### config.mk
export PLATFORM = sky130hd
export DESIGN_NAME = mem_read_engine_flat
export DESIGN_NICKNAME = d
export VERILOG_FILES = /design/src/rtl/mem_read_engine_if.sv /design/src/rtl/mem_read_engine.sv /design/src/flat_wrapper.sv
export SDC_FILE = /design/constraint.sdc
export NUM_CORES = 1
export LEC_CHECK = 0
export CAP_MARGIN = 25
export CORE_AREA = 2 2 213 215
export CTS_CLUSTER_DIAMETER = 120
export DETAILED_ROUTE_END_ITERATION = 7
export DIE_AREA = 0 0 215 217
export HOLD_SLACK_MARGIN = 0.02
export PLACE_DENSITY_LB_ADDON = 0.12
export SYNTH_ARGS = -nofsm -noshare
export SYNTH_HDL_FRONTEND = slang
export SYNTH_SLANG_ARGS = --single-unit
### constraint.sdc
create_clock -name clk -period 6.7 [get_ports clk]
set_input_delay 1.34 -clock clk [delete_from_list [all_inputs] [get_ports clk]]
set_output_delay 1.34 -clock clk [all_outputs]
set_load 0.005 [all_outputs]
### src/rtl/mem_read_engine_if.sv
// Bus bundle between the memory read engine and its surroundings:
// job control, address FIFO head, memory read port and operand buffer write port.
interface mem_read_engine_if #(
    parameter int ADDR_WIDTH           = 16,
    parameter int MEM_DATA_WIDTH_BYTES = 32
);
    logic                              start_i;
    logic                              clear;
    logic [ADDR_WIDTH-1:0]             fifo_addr;
    logic                              fifo_empty;
    logic                              fifo_pop;
    logic                              mem_req;
    logic [ADDR_WIDTH-1:0]             mem_addr;
    logic                              mem_gnt;
    logic                              mem_rvalid;
    logic [8*MEM_DATA_WIDTH_BYTES-1:0] mem_rdata;
    logic                              valid_data;
    logic [8*MEM_DATA_WIDTH_BYTES-1:0] buf_wdata;
    logic                              busy;
    logic                              err_o;

    // Engine side: issues memory reads and writes the operand buffer.
    modport master (
        input  start_i, clear, fifo_addr, fifo_empty, mem_gnt, mem_rvalid, mem_rdata,
        output fifo_pop, mem_req, mem_addr, valid_data, buf_wdata, busy, err_o
    );

    // Environment side: config, address FIFO, memory and buffer.
    modport slave (
        output start_i, clear, fifo_addr, fifo_empty, mem_gnt, mem_rvalid, mem_rdata,
        input  fifo_pop, mem_req, mem_addr, valid_data, buf_wdata, busy, err_o
    );
endinterface

### src/rtl/mem_read_engine.sv
// Memory read engine: drains the operand address FIFO into memory read
// requests, bounds the number of reads in flight, and forwards returned
// words (in request order) to the operand buffer write port.
module mem_read_engine #(
    parameter int ADDR_WIDTH           = 16,
    parameter int MEM_DATA_WIDTH_BYTES = 32,
    parameter int MAX_OUTSTANDING      = 4
) (
    input  logic              clk,
    input  logic              reset_n,
    mem_read_engine_if.master bus
);
    localparam int DATA_WIDTH = 8 * MEM_DATA_WIDTH_BYTES;
    localparam int CNT_WIDTH  = $clog2(MAX_OUTSTANDING + 1);
    localparam logic [CNT_WIDTH-1:0] MAX_CNT = CNT_WIDTH'(MAX_OUTSTANDING);

    typedef enum logic [1:0] {
        IDLE  = 2'd0,
        RUN   = 2'd1,
        DRAIN = 2'd2
    } state_t;

    state_t                  state_q;
    state_t                  state_d;
    logic                    load;
    logic                    req_q;
    logic [ADDR_WIDTH-1:0]   addr_q;
    logic [CNT_WIDTH-1:0]    cnt;
    logic                    valid_q;
    logic [DATA_WIDTH-1:0]   wdata_q;
    logic                    err_q;
    logic                    rsp_expected;
    logic                    rsp_stray;

    // A response is legitimate only while reads are in flight; outside IDLE
    // a response with nothing outstanding is a protocol error.
    assign rsp_expected = bus.mem_rvalid & (cnt != '0);
    assign rsp_stray    = bus.mem_rvalid & (cnt == '0) & (state_q != IDLE);

    // State register.
    always_ff @(posedge clk or negedge reset_n) begin
        if (!reset_n) begin
            state_q <= IDLE;
        end else begin
            state_q <= state_d;
        end
    end

    // Next state and load decision; clear wins over a same-cycle load and
    // credit is judged on the registered count, so a same-cycle response
    // does not free a slot until the next cycle.
    always_comb begin
        state_d = state_q;
        load    = 1'b0;
        case (state_q)
            IDLE: begin
                if (bus.start_i) begin
                    state_d = RUN;
                end
            end
            RUN: begin
                if (bus.clear) begin
                    state_d = DRAIN;
                end else begin
                    load = ~bus.fifo_empty & (~req_q | bus.mem_gnt) & (cnt < MAX_CNT);
                end
            end
            DRAIN: begin
                if ((cnt == '0) && !req_q) begin
                    state_d = IDLE;
                end
            end
            default: state_d = IDLE;
        endcase
    end

    // Request register: a load (re)arms it, an accept without a new load
    // drops it, otherwise request and address hold while the grant is low.
    always_ff @(posedge clk or negedge reset_n) begin
        if (!reset_n) begin
            req_q  <= 1'b0;
            addr_q <= '0;
        end else if (load) begin
            req_q  <= 1'b1;
            addr_q <= bus.fifo_addr;
        end else if (req_q && bus.mem_gnt) begin
            req_q  <= 1'b0;
        end
    end

    // Outstanding-read counter; the held request is counted from its load.
    always_ff @(posedge clk or negedge reset_n) begin
        if (!reset_n) begin
            cnt <= '0;
        end else if ((state_q == IDLE) && bus.start_i) begin
            cnt <= '0;
        end else begin
            case ({load, rsp_expected})
                2'b10:   cnt <= cnt + 1'b1;
                2'b01:   cnt <= cnt - 1'b1;
                default: cnt <= cnt;
            endcase
        end
    end

    // Response forwarding: only words returned while running reach the buffer.
    always_ff @(posedge clk or negedge reset_n) begin
        if (!reset_n) begin
            valid_q <= 1'b0;
            wdata_q <= '0;
        end else begin
            valid_q <= bus.mem_rvalid & (state_q == RUN);
            if (bus.mem_rvalid && (state_q == RUN)) begin
                wdata_q <= bus.mem_rdata;
            end
        end
    end

    // Sticky error flag, cleared only when a new job starts.
    always_ff @(posedge clk or negedge reset_n) begin
        if (!reset_n) begin
            err_q <= 1'b0;
        end else if ((state_q == IDLE) && bus.start_i) begin
            err_q <= 1'b0;
        end else if (rsp_stray) begin
            err_q <= 1'b1;
        end
    end

    assign bus.fifo_pop   = load;
    assign bus.mem_req    = req_q;
    assign bus.mem_addr   = addr_q;
    assign bus.valid_data = valid_q;
    assign bus.buf_wdata  = wdata_q;
    assign bus.busy       = (state_q != IDLE);
    assign bus.err_o      = err_q;
endmodule
### src/flat_wrapper.sv
// flat-port wrapper written by rule: the top's interface ports become plain ports
module mem_read_engine_flat 
#(
    parameter int ADDR_WIDTH           = 16,
    parameter int MEM_DATA_WIDTH_BYTES = 32,
    parameter int MAX_OUTSTANDING      = 4
)
  (clk, reset_n, bus_start_i, bus_clear, bus_fifo_addr, bus_fifo_empty, bus_mem_gnt, bus_mem_rvalid, bus_mem_rdata, bus_fifo_pop, bus_mem_req, bus_mem_addr, bus_valid_data, bus_buf_wdata, bus_busy, bus_err_o);
  mem_read_engine_if #(.ADDR_WIDTH(ADDR_WIDTH), .MEM_DATA_WIDTH_BYTES(MEM_DATA_WIDTH_BYTES)) bus_i ();
  input  logic clk;
  input  logic reset_n;
  input wire logic [$bits(bus_i.start_i)-1:0] bus_start_i;
  input wire logic [$bits(bus_i.clear)-1:0] bus_clear;
  input wire logic [$bits(bus_i.fifo_addr)-1:0] bus_fifo_addr;
  input wire logic [$bits(bus_i.fifo_empty)-1:0] bus_fifo_empty;
  input wire logic [$bits(bus_i.mem_gnt)-1:0] bus_mem_gnt;
  input wire logic [$bits(bus_i.mem_rvalid)-1:0] bus_mem_rvalid;
  input wire logic [$bits(bus_i.mem_rdata)-1:0] bus_mem_rdata;
  output wire logic [$bits(bus_i.fifo_pop)-1:0] bus_fifo_pop;
  output wire logic [$bits(bus_i.mem_req)-1:0] bus_mem_req;
  output wire logic [$bits(bus_i.mem_addr)-1:0] bus_mem_addr;
  output wire logic [$bits(bus_i.valid_data)-1:0] bus_valid_data;
  output wire logic [$bits(bus_i.buf_wdata)-1:0] bus_buf_wdata;
  output wire logic [$bits(bus_i.busy)-1:0] bus_busy;
  output wire logic [$bits(bus_i.err_o)-1:0] bus_err_o;
  assign bus_i.start_i = bus_start_i;
  assign bus_i.clear = bus_clear;
  assign bus_i.fifo_addr = bus_fifo_addr;
  assign bus_i.fifo_empty = bus_fifo_empty;
  assign bus_i.mem_gnt = bus_mem_gnt;
  assign bus_i.mem_rvalid = bus_mem_rvalid;
  assign bus_i.mem_rdata = bus_mem_rdata;
  assign bus_fifo_pop = bus_i.fifo_pop;
  assign bus_mem_req = bus_i.mem_req;
  assign bus_mem_addr = bus_i.mem_addr;
  assign bus_valid_data = bus_i.valid_data;
  assign bus_buf_wdata = bus_i.buf_wdata;
  assign bus_busy = bus_i.busy;
  assign bus_err_o = bus_i.err_o;
  mem_read_engine #(.ADDR_WIDTH(ADDR_WIDTH), .MEM_DATA_WIDTH_BYTES(MEM_DATA_WIDTH_BYTES), .MAX_OUTSTANDING(MAX_OUTSTANDING)) u_core (.clk(clk), .reset_n(reset_n), .bus(bus_i));
endmodule
# ---- Yosys cells after proc, flatten, opt, wreduce, memory -nomap -nowiden
# Cells that the tools add are included.
dict set report word_totals {
  register_bits 280
  word_cells 51
}
dict set report classes {
  add_sub_neg 2
  order_cmp 1
  eq_ne 7
  mux 12
  bitwise 9
  reduce_logical 13
}
# cell count
set ops {}
lappend ops {{AND 1 bit} 6}
lappend ops {{two-way mux 1 bit} 6}
lappend ops {{two-way mux 2 bit} 3}
lappend ops {{case mux 2 bit (3 select lines)} 1}
lappend ops {{case mux 3 bit (2 select lines)} 1}
lappend ops {{nonzero test 2 bit} 3}
lappend ops {{nonzero test 3 bit} 2}
lappend ops {{equality test 2 x 1 -> 1 bit (second input constant)} 2}
lappend ops {{equality test 2 bit (second input constant)} 2}
lappend ops {{logical AND 1 bit} 4}
lappend ops {{!= test 2 bit (second input constant)} 2}
lappend ops {{adder 3 x 1 -> 3 bit (second input constant)} 1}
lappend ops {{zero test 3 bit} 1}
lappend ops {{< comparator 3 bit (second input constant)} 1}
lappend ops {{two-way mux 3 bit} 1}
lappend ops {{AND reduction 3 bit} 1}
lappend ops {{subtractor 3 x 1 -> 3 bit (second input constant)} 1}
lappend ops {{zero test 2 bit} 1}
lappend ops {{!= test 2 x 1 -> 1 bit (second input constant)} 1}
lappend ops {{NOT 1 bit} 2}
lappend ops {{zero test 1 bit} 1}
lappend ops {{OR 1 bit} 1}

# ---- Logic depth before layout (Yosys ltp)
# Gate-level depths: netlist (run 1).
dict set report depth {
  depth_word 9
  ltp_mapped 9
  mapped_depth_nobuf 8
}

# ---- Least setup slack after synthesis (run 1)
# Ideal clock, no wire load.
dict set report synth_timing {
  kind {input port to output port}
  startpoint {in bus_clear}
  endpoint {out bus_fifo_pop}
  arrival_ns 2.466
  setup_slack_ns 2.894
  stages 4
  path_cell_list {or3b_1 -> or4_4 -> buf_4 -> inv_1}
}
dict set report synth_via {
  elab_chain_len 2
}
# element line
set synth_rtl {}
lappend synth_rtl {{start, declared} flat_wrapper.sv:13} ;# input wire logic [$bits(bus_i.clear)-1:0] bus_clear;
lappend synth_rtl {{two-way mux 1 bit} mem_read_engine.sv:62} ;# if (bus.clear) begin
lappend synth_rtl {{two-way mux 1 bit} mem_read_engine.sv:55} ;# case (state_q)
lappend synth_rtl {{end, declared} flat_wrapper.sv:19} ;# output wire logic [$bits(bus_i.fifo_pop)-1:0] bus_fifo_pop;
# Every way passes these cells.

# ---- Worst setup path in the final report (run 1)
# Same ends and word-level chain as after synthesis.

==> results of run 1 <==
-- metrics by stage --
stage                     instances  instance area, um2   util  worst slack, ns  hold WS, ns
final                          1805               17800  0.399             1.81        0.499
after floorplan                 617               10500      -             2.89        0.489
after detailed placement       1745               16700  0.374             1.81        0.491
after CTS                      1804               17800  0.399             1.80        0.504
after global placement         1745               16700  0.374             1.85        0.488
after global routing           1805               17800  0.399             1.72        0.511
-- worst max-delay path, delay by kind of cell --
| family | cells | cell delay (ns) |
|---|---|---|
| buffers and inverters | 3 | 1.11 |
| and+or+nand+nor | 2 | 1.09 |
-- cell families after synthesis --
logic type	Yosys count
AO/OA/AOI/OAI	3
XOR/XNOR	1
adder cells (fa/ha/maj)	1
buffers and inverters	33
flip-flops	280
multiplexers	275
AND/OR/NAND/NOR	24
-- final timing paths --
check                                                     from                                     to  slack [ns]  depth (start not counted)
setup reg to reg                 u_core.state_q[1]$_DFFE_PN0P_              u_core.cnt[2]$_DFFE_PN0P_        3.94                          8
max in group asynchronous                              reset_n   u_core.bus.buf_wdata[61]$_DFFE_PN0P_        4.57                          2
hold / removal             u_core.bus.mem_addr[14]$_DFFE_PN0P_    u_core.bus.mem_addr[14]$_DFFE_PN0P_        0.50                          1
setup / recovery                                     bus_clear                           bus_fifo_pop        1.81                          5
hold reg to reg            u_core.bus.mem_addr[14]$_DFFE_PN0P_    u_core.bus.mem_addr[14]$_DFFE_PN0P_        0.50                          1
min in group asynchronous                              reset_n  u_core.bus.buf_wdata[253]$_DFFE_PN0P_        0.80                          1
-- final cells by class --
class / instances / area share
Clock buffer: 53 / 0.0598
Inverter: 2 / 0.000421
Multi-Input combinational cell: 304 / 0.186
Tap cell: 600 / 0.0421
Antenna cell: 1 / 0.000140
Sequential cell: 280 / 0.393
Timing Repair Buffer: 559 / 0.316
Clock inverter: 6 / 0.00309
-- placed cells by master, fill, tap and decap left out --
| master | synthesis | final |
|---|---|---|
| a32oi_2 | 1 | 1 |
| fa_1 | 1 | 1 |
| buf_12 | 0 | 3 |
| clkbuf_8 | 0 | 8 |
| nor2_1 | 2 | 2 |
| nor2b_1 | 3 | 3 |
| diode_2 | 0 | 1 |
| clkbuf_1 | 3 | 8 |
| nor3_1 | 1 | 1 |
| buf_4 | 1 | 1 |
| nand2b_1 | 5 | 5 |
| dfrtp_1 | 280 | 280 |
| buf_8 | 0 | 1 |
| clkdlybuf4s50_1 | 0 | 554 |
| inv_1 | 2 | 2 |
| clkinv_2 | 0 | 5 |
| bufinv_16 | 0 | 1 |
| nand2_1 | 7 | 7 |
| mux2i_1 | 3 | 3 |
| nor4b_1 | 1 | 1 |
| clkbuf_16 | 0 | 37 |
| nor3b_1 | 1 | 1 |
| and2_4 | 0 | 1 |
| a32o_1 | 1 | 1 |
| or3b_1 | 1 | 1 |
| o21ai_0 | 1 | 1 |
| or4_4 | 1 | 1 |
| mux2_2 | 272 | 272 |
| nor4_1 | 1 | 1 |
| xnor2_4 | 1 | 1 |
-- state kept, by name, summed over array words and instances, names as in the netlist --
| name | cells |
|---|---|
| u_core.bus.buf_wdata | 256 |
| u_core.bus.mem_addr | 16 |
| u_core.cnt | 3 |
| u_core.state_q | 2 |
| u_core.bus.err_o | 1 |
| u_core.bus.mem_req | 1 |
| u_core.bus.valid_data | 1 |
-- layer usage --
layer,vias to the layer above,global-route usage,part of all wire
li1,3320,-,-
met1,3664,0.156,0.36
met2,268,0.250,0.52
met3,62,0.0516,0.084
met4,0,0.0655,0.036
met5,-,0,0
-- power groups by stage --
stage / combinational (mW) / sequential [mW] / clock [mW]
CTS: 3.54 / 3.00 / 1.93
global route: 3.68 / 3.11 / 2.01
floorplan: 1.15 / 3.07 / 0
global placement: 3.53 / 2.98 / 0
finish: 3.45 / 2.98 / 1.85
detailed placement: 3.53 / 3.01 / 0
==> results.yml, run 1 <==
global_route:
  grt_pass1_vias: 7869
  track_usage: 0.143
  grt_max_degree: 132
  grt.overflow.total: 0
  grt_pass1_wl_um: 50700
  antenna_found_initial: 1
sta:
  setup_viol: 0
  fin_crit_sh: 0.729
  slew_violations: 0
  grt_setup_unrepaired: "no"
  finClkSkew_ns: 0.0145
  worst_pin_slew_ns: 0.811
  finalHoldViolCount: 0
  fin_crit_ns: 4.89
  fmax_ghz: 0.205
  fin_setup_tns_ns: 0
  relSlewSlack: 0.460
power:
  p_int_mw: 6.06
  seqPwrFrac: 0.360
  p_per_area_nw_per_um2: 465
  p_clk_frac: 0.223
  switchingPower_mw: 2.23
  irDropWorstVdd_mv: 0.217
  total_power_mw: 8.29
  leakagePower_nw: 7.22
  switching_share: 0.269
  power_frac_comb: 0.417
clock_network:
  post_cts_buffers: 0
  post_cts_resized: 0
  clockRootBuffer: "clkbuf_16"
  holdBufCountCts: 0
  cts_made_buffers: 35
  clkLatencyLatePin_ns: 0.53
  clockBufferDepth: 3
  cts_sinks: 280
  cts_max_level: 2
  cts_tree: "yes"
  clkTransAtPathRegs_ns: 0.05
synth:
  synth_area_leaders: "dfrtp_1 (67%), mux2_2 (29%), buf_2 (1.2%), nand2b_1 (0.30%), mux2i_1 (0.29%)"
  ys_warn_count: 0
  synth_top_family_by_area: "multiplexers"
  synth-seq-cells: 280
  synth_async_sr_flop_share: 1.00
  synth_commonest_cells: "dfrtp_1 (280), mux2_2 (272), buf_2 (26), nand2_1 (7), nand2b_1 (5)"
  synthXorXnorAreaFrac: 0.00263
  synthAdderAreaFrac: 0.00191
  synth_flop_cell: "dfrtp_1"
  ys_types: 24
  syn_area_per_cell_um2: 17.0
  syn_nets: 897
  synth_most_common_cell: "dfrtp_1"
  synth_mux_area_frac: 0.295
  synth-compound-area-share: 0.00298
  yosysTopAreaCell: "dfrtp_1"
  yosysTopAreaCellShare: 0.668
  ys_seq_area_frac: 0.668
  syn_inst: 617
  yosys.area_share.simple: 0.0131
  syn_area_um2: 10500
  synth_edf_count: 0
floorplan:
  die_w_um: 215
  fp.dieH_um: 217
  dieArea_um2: 46700
  ios: 556
  coreArea_um2: 44700
  start_util: 0.235
  rows: 78
critical_path:
  worstSetupPathType: "in -> out"
  crit_fanout: 20
  cp_slowest_cell: "or4_4"
  end_kind: "primary output"
  cp-start-kind: "input pin"
  cp_cell_sequence: "clkdlybuf4s50_1 > or3b_1 > or4_4 > inv_1 > clkdlybuf4s50_1"
  cpPeakStageDelay_ns: 0.67
  path_common_cell: "clkdlybuf4s50_1"
  arrival_ns: 3.55
  worstPathRequired_ns: 5.36
final_layout:
  num-fill-cells: 4379
  layout.nets: 1462
  multi_input_area_um2: 3310
  regArea_um2: 7010
  syn_to_final_growth_pct: 70.1
  drive_above_1_share: 0.276
place:
  io_buffers: 555
  hpwlAfterDp_um: 24800
  gp_congestion: 0.771
drt:
  vias: 7314
  via_per_inst: 4.05
  dr.pass1.iters: 4
  totalWireLength_um: 33900
  drt_iter0_markers: 204
  drc: 0
  ant_nets: 0
  wire_per_inst_um: 18.8
run:
  cap_violations: 0
run_status:
  status: "finished, final reports clean"
hold_path:
  hold_path.class: "reg -> reg"
Note: power is estimated with default switching activity, not from simulation.
==> run 2, diff against run 1 <==
clock period = 4.25 ns   (was 6.7 ns; I/O delays follow)
==> results.yml, run 2 (synthesis results as in run 1) <==
power:
  irDropWorstVdd_mv: 0.361
  p_per_area_nw_per_um2: 730
  leakagePower_nw: 7.25
  total_power_mw: 13.1
place:
  io_buffers: 555
  dp_slack_ns: 0.590
  hpwlAfterDp_um: 25100
  dp.cells: 1753
  gp_congestion: 0.783
final_layout:
  regArea_um2: 7010
  final_common_cell: "clkdlybuf4s50_1"
  fin_util: 0.400
  layout.nets: 1470
  mostFrequentLayoutCells: "clkdlybuf4s50_1 (554), dfrtp_1 (280), mux2_2 (272)"
  largest_register_ff_count: 256
  stdcell_count: 1813
  drive_above_1_share: 0.280
  syn_to_final_growth_pct: 70.6
  multi_input_area_um2: 3310
  num-fill-cells: 4338
critical_path:
  path_depth: 5
  cp_slowest_cell: "clkdlybuf4s50_1"
  worstRegToRegCells: 8
  cp_cell_sequence: "clkdlybuf4s50_1 > or3b_1 > or4_4 > inv_1 > clkdlybuf4s50_1"
  r2r-start: "u_core.state_q[1]$_DFFE_PN0P_"
  path_common_cell: "clkdlybuf4s50_1"
  worstSetupPathType: "in -> out"
  r2r_end: "u_core.cnt[2]$_DFFE_PN0P_"
  worstPathRequired_ns: 3.40
  crit_end: "bus_fifo_pop"
  crit_fanout: 3
  crit_family: "buffers and inverters"
  arrival_ns: 2.81
  cpPeakStageDelay_ns: 0.52
  crit_start: "bus_clear"
  r2r_setup_slack_ns: 1.75
  cp-start-kind: "input pin"
  end_kind: "primary output"
  cp.buffers_inverters: 3
sta:
  finClkSkew_ns: 0.0127
  relSlewSlack: 0.421
  finalWorstSetupSlack_ns: 0.591
  fin_crit_ns: 3.66
  fin_setup_tns_ns: 0
  setup_viol: 0
  fin_crit_sh: 0.861
  fmax_ghz: 0.273
  slew_violations: 0
  worst_pin_slew_ns: 0.868
  finalHoldViolCount: 0
  grt_setup_unrepaired: "no"
floorplan:
  dieArea_um2: 46700
  die_w_um: 215
  rows: 78
  ios: 556
  coreArea_um2: 44700
  start_util: 0.235
  fp.dieH_um: 217
drt:
  dr.pass1.iters: 4
  vias: 7223
  ant_nets: 0
  wire_per_inst_um: 18.8
  drc: 0
  via_per_inst: 3.98
  totalWireLength_um: 34000
  drt_iter0_markers: 232
run_status:
  status: "finished, final reports clean"
global_route:
  grt_pass1_wl_um: 50400
  grt.overflow.total: 0
  track_usage: 0.142
  antenna_found_initial: 2
  grt_pass1_vias: 7772
  grt_max_degree: 108
clock_network:
  cts_tree: "yes"
  holdBufCountCts: 0
  post_cts_resized: 0
  cts_sinks: 280
  cts_max_level: 2
  cts_made_buffers: 35
  clockRootBuffer: "clkbuf_16"
  clkLatencyLatePin_ns: 0.53
  clkTransAtPathRegs_ns: 0.06
  clockBufferDepth: 3
  post_cts_buffers: 0
hold_path:
  hold_path.class: "in -> async"
run:
  cap_violations: 0
run 2: stage by stage:
stage          hold slack, ns  instance area [um2]
6_report                0.413                17900
5_1_grt                 0.474                17900
4_1_cts                 0.424                17900
3_5_place_dp            0.484                16800
3_3_place_gp            0.487                16800
2_1_floorplan           0.489                10500
run 2: layer usage:
| layer | GRT usage | vias up | wire [um] |
|---|---|---|---|
| li1 | - | 3318 | - |
| met1 | 0.159 | 3605 | 12700 |
| met2 | 0.250 | 254 | 17900 |
| met3 | 0.0493 | 46 | 2670 |
| met4 | 0.0529 | 0 | 777 |
| met5 | 0 | - | 0 |
run 2: cell type report:
cell class / count / area share
well taps: 600 / 0.0420
multi-input cells: 304 / 0.185
clock inverters: 7 / 0.00448
clock buffers: 51 / 0.0574
diodes: 2 / 0.000280
inverters: 2 / 0.000420
repair buffers: 567 / 0.319
flip-flops and latches: 280 / 0.392
run 2: worst min-delay path by stage:
stage / slack, ns / to / depth (start not counted) / from
floorplan: 0.49 / u_core.bus.err_o$_DFFE_PN0P_ / 1 / u_core.bus.err_o$_DFFE_PN0P_
global placement: 0.49 / u_core.bus.buf_wdata[97]$_DFFE_PN0P_ / 1 / u_core.bus.buf_wdata[97]$_DFFE_PN0P_
detailed placement: 0.48 / u_core.bus.err_o$_DFFE_PN0P_ / 1 / u_core.bus.err_o$_DFFE_PN0P_
CTS: 0.42 / u_core.state_q[1]$_DFFE_PN0P_ / 1 / reset_n
global route: 0.47 / u_core.bus.buf_wdata[64]$_DFFE_PN0P_ / 1 / reset_n
finish: 0.41 / u_core.bus.buf_wdata[233]$_DFFE_PN0P_ / 1 / reset_n
run 2: power breakdown:
group / switching, mW / leakage [nW] / internal [mW]
Clock: 1.16 / 0.537 / 1.73
Combinational: 1.73 / 3.40 / 3.75
Sequential: 0.657 / 3.32 / 4.03
==> run 3, diff against run 2 <==
CORE_AREA = 2 2 217 219   (was 2 2 213 215)
CTS_BUF_LIST = sky130_fd_sc_hd__clkbuf_4 sky130_fd_sc_hd__clkbuf_8   (was unset)
DIE_AREA = 0 0 219 221   (was 0 0 215 217)
==> results.yml, run 3 (synthesis results as in run 1) <==
run_status:
  status: "finished, final reports clean"
clock_network:
  cts_made_buffers: 54
  cts_tree: "yes"
  clockBufferDepth: 3
  cts_max_level: 2
  clockRootBuffer: "clkbuf_8"
  clkLatencyLatePin_ns: 0.62
  clkTransAtPathRegs_ns: 0.06
  post_cts_buffers: 0
  post_cts_resized: 0
  cts_sinks: 280
  holdBufCountCts: 0
final_layout:
  final_common_cell: "clkdlybuf4s50_1"
  layout.nets: 1488
  mostFrequentLayoutCells: "clkdlybuf4s50_1 (554), dfrtp_1 (280), mux2_2 (272)"
  largest_register_ff_count: 256
  drive_above_1_share: 0.303
  syn_to_final_growth_pct: 70.1
sta:
  fin_setup_tns_ns: 0
  slew_violations: 0
  relSlewSlack: 0.542
  worst_pin_slew_ns: 0.687
  finalHoldViolCount: 0
  fin_crit_sh: 0.860
  finClkSkew_ns: 0.0200
  setup_viol: 0
  grt_setup_unrepaired: "no"
  finalWorstSetupSlack_ns: 0.594
  fin_crit_ns: 3.66
  fmax_ghz: 0.274
global_route:
  grt_pass1_vias: 8076
  antenna_found_initial: 1
  grt.overflow.total: 0
  grt_pass1_wl_um: 51300
  track_usage: 0.141
  grt_max_degree: 84
power:
  seqPwrFrac: 0.367
  switchingPower_mw: 3.55
  switching_share: 0.276
  p_clk_frac: 0.207
  p_per_area_nw_per_um2: 720
  irDropWorstVdd_mv: 0.333
  p_int_mw: 9.29
  leakagePower_nw: 7.27
  power_frac_comb: 0.426
place:
  io_buffers: 555
  dp_slack_ns: 0.590
  gp_congestion: 0.768
  hpwlAfterDp_um: 25500
critical_path:
  arrival_ns: 2.81
  cp_cell_sequence: "clkdlybuf4s50_1 > or3b_1 > or4_4 > inv_1 > clkdlybuf4s50_1"
  worstSetupPathType: "in -> out"
  cp_slowest_cell: "clkdlybuf4s50_1"
  worstPathRequired_ns: 3.40
  end_kind: "primary output"
  path_common_cell: "clkdlybuf4s50_1"
  cpPeakStageDelay_ns: 0.50
  cp.buffers_inverters: 3
  crit_fanout: 3
  crit_family: "buffers and inverters"
  cp-start-kind: "input pin"
floorplan:
  ios: 556
  rows: 79
  fp.dieH_um: 221
  dieArea_um2: 48400
  coreArea_um2: 46100
  start_util: 0.228
  die_w_um: 219
hold_path:
  hold_path.class: "in -> async"
drt:
  drt_iter0_markers: 211
  vias: 7426
  ant_nets: 0
  drc: 0
  wire_per_inst_um: 18.8
  dr.pass1.iters: 4
  totalWireLength_um: 34700
  via_per_inst: 4.02
run:
  cap_violations: 0
## run 3: cell count changes in the layout (fill, tap and decap cells not counted), sizes merged
| cell | before | now |
|---|---|---|
| clkbuf | 51 | 82 |
| clkinv | 3 | 5 |
| buf | 13 | 12 |
| bufinv | 1 | 0 |
| clkinvlp | 2 | 1 |
| diode | 2 | 1 |
| inv | 3 | 2 |
## run 3: power groups by stage
stage | registers (mW) | logic (mW) | clock network, mW
after global placement | 4.70 | 5.61 | 0
after CTS | 4.73 | 5.61 | 2.79
after detailed placement | 4.76 | 5.58 | 0
after floorplan | 4.83 | 1.81 | 0
after global routing | 4.90 | 5.82 | 2.93
final | 4.71 | 5.46 | 2.66
## run 3: final timing paths
check,from,endpoint,slack (ns),depth (start not counted)
max in group asynchronous,reset_n,u_core.bus.buf_wdata[111]$_DFFE_PN0P_,3.06,2
min reg2reg,u_core.bus.buf_wdata[194]$_DFFE_PN0P_,u_core.bus.buf_wdata[194]$_DFFE_PN0P_,0.50,1
min,reset_n,u_core.bus.buf_wdata[238]$_DFFE_PN0P_,0.27,1
max reg2reg,u_core.state_q[1]$_DFFE_PN0P_,u_core.cnt[2]$_DFFE_PN0P_,1.75,8
min in group clk,u_core.bus.buf_wdata[194]$_DFFE_PN0P_,u_core.bus.buf_wdata[194]$_DFFE_PN0P_,0.50,1
max,bus_clear,bus_fifo_pop,0.59,5
## run 3: metrics by stage
step / std cells / instance area, um2 / util / hold WS, ns / total power, mW
after global routing: 1848 / 17800 / 0.387 / 0.267 / 13.7
after CTS: 1847 / 17800 / 0.387 / 0.222 / 13.1
final: 1848 / 17800 / 0.387 / 0.272 / 12.8
after global placement: 1759 / 16800 / 0.364 / 0.486 / 10.3
after detailed placement: 1759 / 16800 / 0.364 / 0.493 / 10.3
after floorplan: 617 / 10500 / - / 0.489 / 6.65
## run 3: cell type report
| cell class | count | area, um2 |
|---|---|---|
| diodes | 1 | 2.50 |
| clock buffers | 82 | 1020 |
| clock inverters | 6 | 32.5 |
| fillers | 4480 | 28200 |
| inverters | 2 | 7.51 |
| multi-input cells | 304 | 3310 |
| flip-flops and latches | 280 | 7010 |
| well taps | 607 | 759 |
| repair buffers | 566 | 5690 |
## run 3: per-layer routing
layer,global-route usage,wire [um]
met5,0,0
met4,0.0418,709
met3,0.0524,2890
met2,0.263,18900
met1,0.144,12200
